$ cat src/rtl/dram_arb.sv
// dram_arb: two-master arbiter and sequencer for the byte-lane data RAM.
// Master 0 (CPU load/store unit) has fixed priority over master 1 (debug/loader).
// A starvation guard hands the bus to master 1 after STARVE_MAX back-to-back
// master-0 grants that happened while master 1 was waiting.
// One transaction at a time: IDLE arbitrates, ACCESS holds the command on the
// slave port until s_ready or timeout, DONE pulses the registered ack.
module dram_arb #(
   parameter int TIMEOUT    = 15,
   parameter int STARVE_MAX = 4
) (
   input  logic        cpu_clk,
   input  logic        rst,
   input  logic        m0_req,
   input  logic        m0_we,
   input  logic [31:0] m0_addr,
   input  logic [31:0] m0_wdata,
   input  logic [2:0]  m0_mem_op,
   output logic        m0_ack,
   output logic [31:0] m0_rdata,
   output logic        m0_err,
   input  logic        m1_req,
   input  logic        m1_we,
   input  logic [31:0] m1_addr,
   input  logic [31:0] m1_wdata,
   input  logic [2:0]  m1_mem_op,
   output logic        m1_ack,
   output logic [31:0] m1_rdata,
   output logic        m1_err,
   output logic        s_en,
   output logic        s_we,
   output logic        s_re,
   output logic [31:0] s_addr,
   output logic [31:0] s_wdata,
   output logic [2:0]  s_mem_op,
   input  logic [31:0] s_rdata,
   input  logic        s_ready,
   output logic        busy,
   output logic        grant_id
);

   localparam int TW = $clog2(TIMEOUT + 1);
   localparam int SW = $clog2(STARVE_MAX + 1);
   localparam logic [TW-1:0] TMO_LAST   = TW'(TIMEOUT - 1);
   localparam logic [SW-1:0] STARVE_LIM = SW'(STARVE_MAX);

   typedef enum logic [1:0] {
      IDLE,
      ACCESS,
      DONE
   } state_t;

   state_t          state;
   state_t          next_state;
   logic [TW-1:0]   tmo_cnt;
   logic [SW-1:0]   starve_cnt;
   logic            cmd_we;

   logic            grant_m0;
   logic            grant_m1;
   logic            sel_we;
   logic [31:0]     sel_addr;
   logic [31:0]     sel_wdata;
   logic [2:0]      sel_op;
   logic            finish;
   logic            fin_id;
   logic            fin_err;
   logic [31:0]     fin_rdata;

   // Only the byte, half, word and unsigned byte/half codes reach the slave.
   function automatic logic op_legal(input logic [2:0] op);
      case (op)
         3'd0, 3'd1, 3'd2, 3'd4, 3'd5: op_legal = 1'b1;
         default:                      op_legal = 1'b0;
      endcase
   endfunction

   // Arbitration, next-state and completion decode.
   always_comb begin
      next_state = state;
      grant_m0   = 1'b0;
      grant_m1   = 1'b0;
      sel_we     = m0_we;
      sel_addr   = m0_addr;
      sel_wdata  = m0_wdata;
      sel_op     = m0_mem_op;
      finish     = 1'b0;
      fin_id     = grant_id;
      fin_err    = 1'b0;
      fin_rdata  = '0;
      case (state)
         IDLE: begin
            if (m1_req && (!m0_req || (starve_cnt == STARVE_LIM))) begin
               grant_m1 = 1'b1;
            end else if (m0_req) begin
               grant_m0 = 1'b1;
            end
            if (grant_m1) begin
               sel_we    = m1_we;
               sel_addr  = m1_addr;
               sel_wdata = m1_wdata;
               sel_op    = m1_mem_op;
            end
            if (grant_m0 || grant_m1) begin
               if (op_legal(sel_op)) begin
                  next_state = ACCESS;
               end else begin
                  next_state = DONE;
                  finish     = 1'b1;
                  fin_id     = grant_m1;
                  fin_err    = 1'b1;
               end
            end
         end
         ACCESS: begin
            if (s_ready) begin
               next_state = DONE;
               finish     = 1'b1;
               fin_rdata  = cmd_we ? 32'd0 : s_rdata;
            end else if (tmo_cnt == TMO_LAST) begin
               next_state = DONE;
               finish     = 1'b1;
               fin_err    = 1'b1;
            end
         end
         DONE: begin
            next_state = IDLE;
         end
         default: begin
            next_state = IDLE;
         end
      endcase
   end

   // State register.
   always_ff @(posedge cpu_clk) begin
      if (rst) begin
         state <= IDLE;
      end else begin
         state <= next_state;
      end
   end

   // Command fields are captured only on a grant and held until the next one.
   always_ff @(posedge cpu_clk) begin
      if (rst) begin
         s_addr   <= '0;
         s_wdata  <= '0;
         s_mem_op <= '0;
         cmd_we   <= 1'b0;
         grant_id <= 1'b0;
      end else if (grant_m0 || grant_m1) begin
         s_addr   <= sel_addr;
         s_wdata  <= sel_wdata;
         s_mem_op <= sel_op;
         cmd_we   <= sel_we;
         grant_id <= grant_m1;
      end
   end

   // Timeout counter runs from zero for each cycle spent in ACCESS.
   always_ff @(posedge cpu_clk) begin
      if (rst) begin
         tmo_cnt <= '0;
      end else if (state == ACCESS) begin
         tmo_cnt <= tmo_cnt + TW'(1);
      end else begin
         tmo_cnt <= '0;
      end
   end

   // Starvation counter: m0 grants made while m1 waits, saturating at the limit.
   always_ff @(posedge cpu_clk) begin
      if (rst) begin
         starve_cnt <= '0;
      end else if (!m1_req || grant_m1) begin
         starve_cnt <= '0;
      end else if (grant_m0 && (starve_cnt != STARVE_LIM)) begin
         starve_cnt <= starve_cnt + SW'(1);
      end
   end

   // Master 0 response: one-cycle ack, result held until its next ack.
   always_ff @(posedge cpu_clk) begin
      if (rst) begin
         m0_ack   <= 1'b0;
         m0_rdata <= '0;
         m0_err   <= 1'b0;
      end else begin
         m0_ack <= finish && !fin_id;
         if (finish && !fin_id) begin
            m0_rdata <= fin_rdata;
            m0_err   <= fin_err;
         end
      end
   end

   // Master 1 response: one-cycle ack, result held until its next ack.
   always_ff @(posedge cpu_clk) begin
      if (rst) begin
         m1_ack   <= 1'b0;
         m1_rdata <= '0;
         m1_err   <= 1'b0;
      end else begin
         m1_ack <= finish && fin_id;
         if (finish && fin_id) begin
            m1_rdata <= fin_rdata;
            m1_err   <= fin_err;
         end
      end
   end

   assign s_en = (state == ACCESS);
   assign s_we = s_en && cmd_we;
   assign s_re = s_en && !cmd_we;
   assign busy = (state != IDLE);

endmodule

$ cat config.mk
export PLATFORM = sky130hd
export DESIGN_NAME = dram_arb
export DESIGN_NICKNAME = d
export VERILOG_FILES = /design/src/rtl/dram_arb.sv
export SDC_FILE = /design/constraint.sdc
export NUM_CORES = 1
export LEC_CHECK = 0
export BUFFER_PORTS_ARGS = -buffer_cell sky130_fd_sc_hd__buf_2
export CAP_MARGIN = 40
export CORE_AREA = 2 2 121 123
export DETAILED_ROUTE_END_ITERATION = 16
export DIE_AREA = 0 0 123 125
export PLACE_DENSITY = 0.75
export SLEW_MARGIN = 40
export SYNTH_ARGS = -nofsm -noshare
export SYNTH_HDL_FRONTEND = slang
export SYNTH_SLANG_ARGS = --single-unit
$ cat constraint.sdc
create_clock -name cpu_clk -period 5.4 [get_ports cpu_clk]
set_input_delay 0.27 -clock cpu_clk [delete_from_list [all_inputs] [get_ports cpu_clk]]
set_output_delay 0.27 -clock cpu_clk [all_outputs]
set_load 0.005 [all_outputs]
# Word-level counts from Yosys, hierarchy flattened
# Index checks and enable logic that the tools add are counted.
# totals
in_bits	173
word_cells	85
ff_bits	146
# classes
n_reduce_logical	21
eq_ne	10
bitwise_logic	1
n_addsub	2
n_mux	37
# op_table
op	n
$mux 32	7
$mux 1	20
$eq 3x3->1 const B	3
$mux 3	3
$mux 2	4
$logic_and 1x1->1	6
$reduce_or 5->1	1
$add 4x1->4 const B	1
$eq 4x4->1 const B	1
$logic_not 1->1	4
$logic_or 1x1->1	4
$pmux 1 s2	2
$pmux 2 s2	1
$reduce_or 2->1	2
$add 3x1->3 const B	1
$eq 3x1->1 const B	1
$eq 3x2->1 const B	1
$logic_not 3->1	1
$ne 3x1->1 const B	1
$ne 3x3->1 const B	1
$eq 2x1->1 const B	1
$logic_not 2->1	1
$ne 2x2->1 const B	1
$reduce_and 2->1	1
other kinds (2)	2

# Depth between registers and ports, before layout
# depth
depth_word	17
ltp_mapped	9
ltp_nobuf	6

# Least setup slack after synthesis
# OpenSTA, ideal clock, no wires.
# synth_path
path_type	register to register
from	register starve_cnt[0]
to	register m1_rdata[10]
t_arrival_ps	1938
slack_ps	3391
stages_incl_launch_ff	9
n_path_buf	2
setup_time_ps	72
path_cell_list	dfxtp_1 -> inv_1 -> ha_1 -> a21bo_1 -> buf_6 -> a2111o_4 -> o211ai_4 -> buf_12 -> mux2i_1
# synth_between
elab_chain_cells	16
word_cells_on_any_way	26
# synth_rtl
element	line_no	rtl
start, declared	55	logic [SW-1:0] starve_cnt;
start signal, assigned	178	starve_cnt <= starve_cnt + SW'(1);
$eq 3x3->1 (*)	92	if (m1_req && (!m0_req || (starve_cnt == STARVE_LIM))) begin
$logic_or 1x1->1 (*)	92	
$logic_and 1x1->1 (*)	92	
$mux 1	92	
$mux 1	90	case (state)
$mux 3	97	if (grant_m1) begin
$mux 3	90	
$eq 3x1->1, or another cell as far along	71	case (op)
$reduce_or 5->1	71	
$mux 1	71	
$mux 1	103	if (grant_m0 || grant_m1) begin
$mux 1	90	
$mux 1	104	if (op_legal(sel_op)) begin
$mux 1	103	
$pmux 1 s2 or $mux 1 (tied branches)	90	
$logic_and 1x1->1 (*)	205	if (finish && fin_id) begin
end signal, assigned	206	m1_rdata <= fin_rdata;
end, declared	27	output logic [31:0] m1_rdata,
# Every way passes the cells marked *; elsewhere a longest branch is shown, timed or not. The select of a mux whose other input is x is not followed.
# A chain may end at the register's enable or synchronous reset.

# Worst setup path after layout
# layout_path
from	register starve_cnt[0]
to	register m1_rdata[14]
# The elaborated chain is that of the path after synthesis.

==> flow_metrics.py <==
metrics = {
    "final_layout": {
        "drive_gt1_frac": 0.3845,
        "area_growth_pct": 37.74,
        "final_common_cell": "buf_2",
        "layout_common_cells": "buf_2, dfxtp_1, nor2_1",
        "fillers": 1342,
        "stdcell_area_um2": 8050,
        "num-nets-final": 1103,
    },
    "power_and_ir_drop": {
        "p_int_mw": 2.082,
        "power_mw": 2.834,
        "power_density_nw_per_um2": 352.1,
        "pwr-share-seq": 0.422,
        "irDropWorstVdd_mv": 0.1939,
        "combPwrFrac": 0.150,
        "p_clk_frac": 0.427,
        "leakage_nw": 3.979,
        "p_switching_mw": 0.7522,
        "switching_share": 0.2654,
    },
    "global_route": {
        "grt_pass1_vias": 5338,
        "grt.total_usage": 0.2234,
        "grt_max_degree": 71,
        "grt_pass1_wl_um": 26950,
        "overflow": 0,
        "antenna_found_initial": 4,
    },
    "floorplan": {
        "placementRows": 44,
        "initial_utilization": 0.4115,
        "fp.dieW_um": 123,
        "die_h_um": 125,
        "num_io_pins": 313,
        "coreArea_um2": 14200,
        "die_area_um2": 15380,
    },
    "timing": {
        "finalCritPeriodShare": 0.4476,
        "timing.slew.headroom": 0.4935,
        "finalHoldViolCount": 0,
        "finClkSkew_ns": 0.01200,
        "grt_setup_unrepaired": "no",
        "clock.fmax_mhz": 413.8,
        "tightest_slew_ns": 0.7597,
        "timing.final.max_slew_violations": 0,
        "min_period_ns": 2.417,
        "setup_tns_ns": 0,
        "final-setup-viol-count": 0,
    },
    "clocking": {
        "cts_tree": "built",
        "cts_setup_buffers": 0,
        "cts_resized": 0,
        "root_buffer": "clkbuf_16",
        "hold_buffers": 0,
        "clockBufferDepth": 2,
        "cts_buffers": 17,
        "htreeDepth": 4,
        "cts_sinks": 146,
        "clk_pin_slew_worst_paths_ns": 0.07,
        "worstSkewPairLatency_ns": 0.43,
    },
    "critical_path": {
        "reg2reg_to": "m1_rdata[14]$_SDFFE_PP0P_",
        "arrival_ns": 2.76,
        "crit_required_ns": 5.74,
        "crit_end": "m1_rdata[14]$_SDFFE_PP0P_",
        "worstReg2RegStart": "starve_cnt[0]$_SDFFE_PP0P_",
        "path_cells": "inv_1 -> ha_1 -> a21bo_1 -> a2111o_4 -> o211ai_4 -> buf_4 -> mux2i_1",
        "path_depth": 7,
        "cp-startpoint": "starve_cnt[0]$_SDFFE_PP0P_",
        "slowest_delay_ns": 0.57,
        "r2r_slack_ns": 2.98,
        "crit_family": "compound AO/OA/AOI/OAI gates",
        "reg2regPathDepth": 7,
        "path_buf_inv": 2,
        "crit_path_start_kind": "flop",
        "crit_fanout": 33,
        "end_kind": "flop",
        "crit_type": "reg -> reg",
        "cpMaxStageDelayCell": "a2111o_4",
    },
    "logic_synthesis": {
        "ys_warn_count": 0,
        "syn_inst": 635,
        "async_flop_share": 0,
        "synth-edff-count": 0,
        "syn_area_um2": 5844,
        "synthFlopType": "dfxtp_1",
        "ys_types": 43,
        "syn_area_per_cell_um2": 9.204,
        "seq_area_frac_synth": 0.5001,
        "yosys_register_bits": 146,
        "synth_nets": 812,
    },
    "routing": {
        "drtIter0Drc": 252,
        "drc": 0,
        "wire_per_inst_um": 15.52,
        "vias_per_cell": 5.070,
        "ant_nets": 0,
        "vias": 5699,
        "dr.pass1.iters": 4,
        "wirelength_um": 17450,
    },
    "place": {
        "place_hpwl_um": 12510,
        "place_congestion": 0.8318,
        "port_buffers": 312,
        "dpl_cell_area_um2": 7438,
    },
    "job": {
        "drv_cap": 0,
    },
    "worst_hold_path": {
        "hold_path_class": "in -> reg",
    },
    "status": {
        "run_status": "completed",
    },
}
worst min path at each step:
stage	start	to	slack, ns	cells past startpoint
floorplan	m0_we	cmd_we$_SDFFE_PP0P_	0.39	2
global placement	m0_rdata[24]$_SDFFE_PP0P_	m0_rdata[24]$_SDFFE_PP0P_	0.44	2
detailed placement	m0_rdata[8]$_SDFFE_PP0P_	m0_rdata[8]$_SDFFE_PP0P_	0.45	2
CTS	m0_wdata[30]	s_wdata[30]$_SDFFE_PP0P_	0.03	3
global route	m0_wdata[20]	s_wdata[20]$_SDFFE_PP0P_	0.04	3
finish	m0_wdata[30]	s_wdata[30]$_SDFFE_PP0P_	0.05	3
cell usage after synthesis, types with 2 or more instances:
cell type | count | area [µm²]
a21o_1 | 2 | 15.01
dfxtp_1 | 146 | 2923
nand2_1 | 106 | 397.9
a31oi_1 | 3 | 18.77
mux2i_1 | 66 | 660.6
nor3_1 | 2 | 10.01
nor2_1 | 141 | 529.3
inv_1 | 7 | 26.28
o21a_1 | 2 | 15.01
nand2b_1 | 2 | 12.51
nand3_1 | 9 | 45.04
o21ai_0 | 4 | 20.02
xor2_1 | 2 | 17.52
buf_12 | 5 | 100.1
nor3b_1 | 2 | 15.01
a21oi_1 | 3 | 15.01
clkbuf_1 | 31 | 116.4
buf_2 | 9 | 45.04
o221ai_1 | 65 | 569.3
ha_1 | 4 | 50.05
xnor2_1 | 2 | 17.52
metrics by stage:
stage	worst slack (ns)	instances	util	hold WS, ns
3_3_place_gp	3.051	1091	0.5233	0.4384
3_5_place_dp	2.991	1091	0.5237	0.4478
2_1_floorplan	3.391	635	-	0.3907
5_1_grt	2.830	1123	0.5666	0.04497
4_1_cts	2.986	1123	0.5666	0.03421
6_report	2.983	1124	0.5668	0.04599
per-layer routing:
metal	vias up	share of wire	track usage
met2	229	0.49	0.3822
li1	2794	-	-
met1	2636	0.39	0.2466
met5	-	0.0022	0
met3	34	0.092	0.08577
met4	6	0.023	0.08957
worst register-to-register path, stage by stage, from the launching register on:
cell and delay, ns:
dfxtp_1 0.33, inv_1 0.07, ha_1 0.22, a21bo_1 0.30, a2111o_4 0.57, o211ai_4 0.08
buf_4 0.50, mux2i_1 0.27
sequential cells by signal (all words and copies together), names as in the netlist, 2 cells and up:
signal and cells:
s_wdata 32, state 2, starve_cnt 3, tmo_cnt 4
m0_rdata 32, s_addr 32, s_mem_op 3, m1_rdata 32
power by group through the flow:
stage | Clock [mW] | Sequential (mW) | Combinational (mW)
detailed placement | 0 | 1.22 | 0.426
global route | 1.28 | 1.21 | 0.467
CTS | 1.24 | 1.20 | 0.427
global placement | 0 | 1.22 | 0.423
finish | 1.21 | 1.20 | 0.426
floorplan | 0 | 1.23 | 0.230
kinds of logic after synthesis:
family	synth area share
simple gates	0.1826
flops	0.5001
compound gates	0.1353
mux	0.1130
buf+inv	0.05438
xor+xnor	0.005996
fa+ha+maj	0.008564
final cells by class:
type | instances | area, µm² | share of cell area
flip-flops and latches | 146 | 2923 | 0.3631
multi-input cells | 434 | 2639 | 0.3278
repair buffers | 319 | 1614 | 0.2005
clock buffers | 18 | 429.2 | 0.05331
well taps | 184 | 230.2 | 0.02860
clock inverters | 14 | 180.2 | 0.02238
inverters | 8 | 32.53 | 0.004041
diodes | 1 | 2.502 | 0.0003108
No activity file was read; power rests on OpenSTA's default activity.
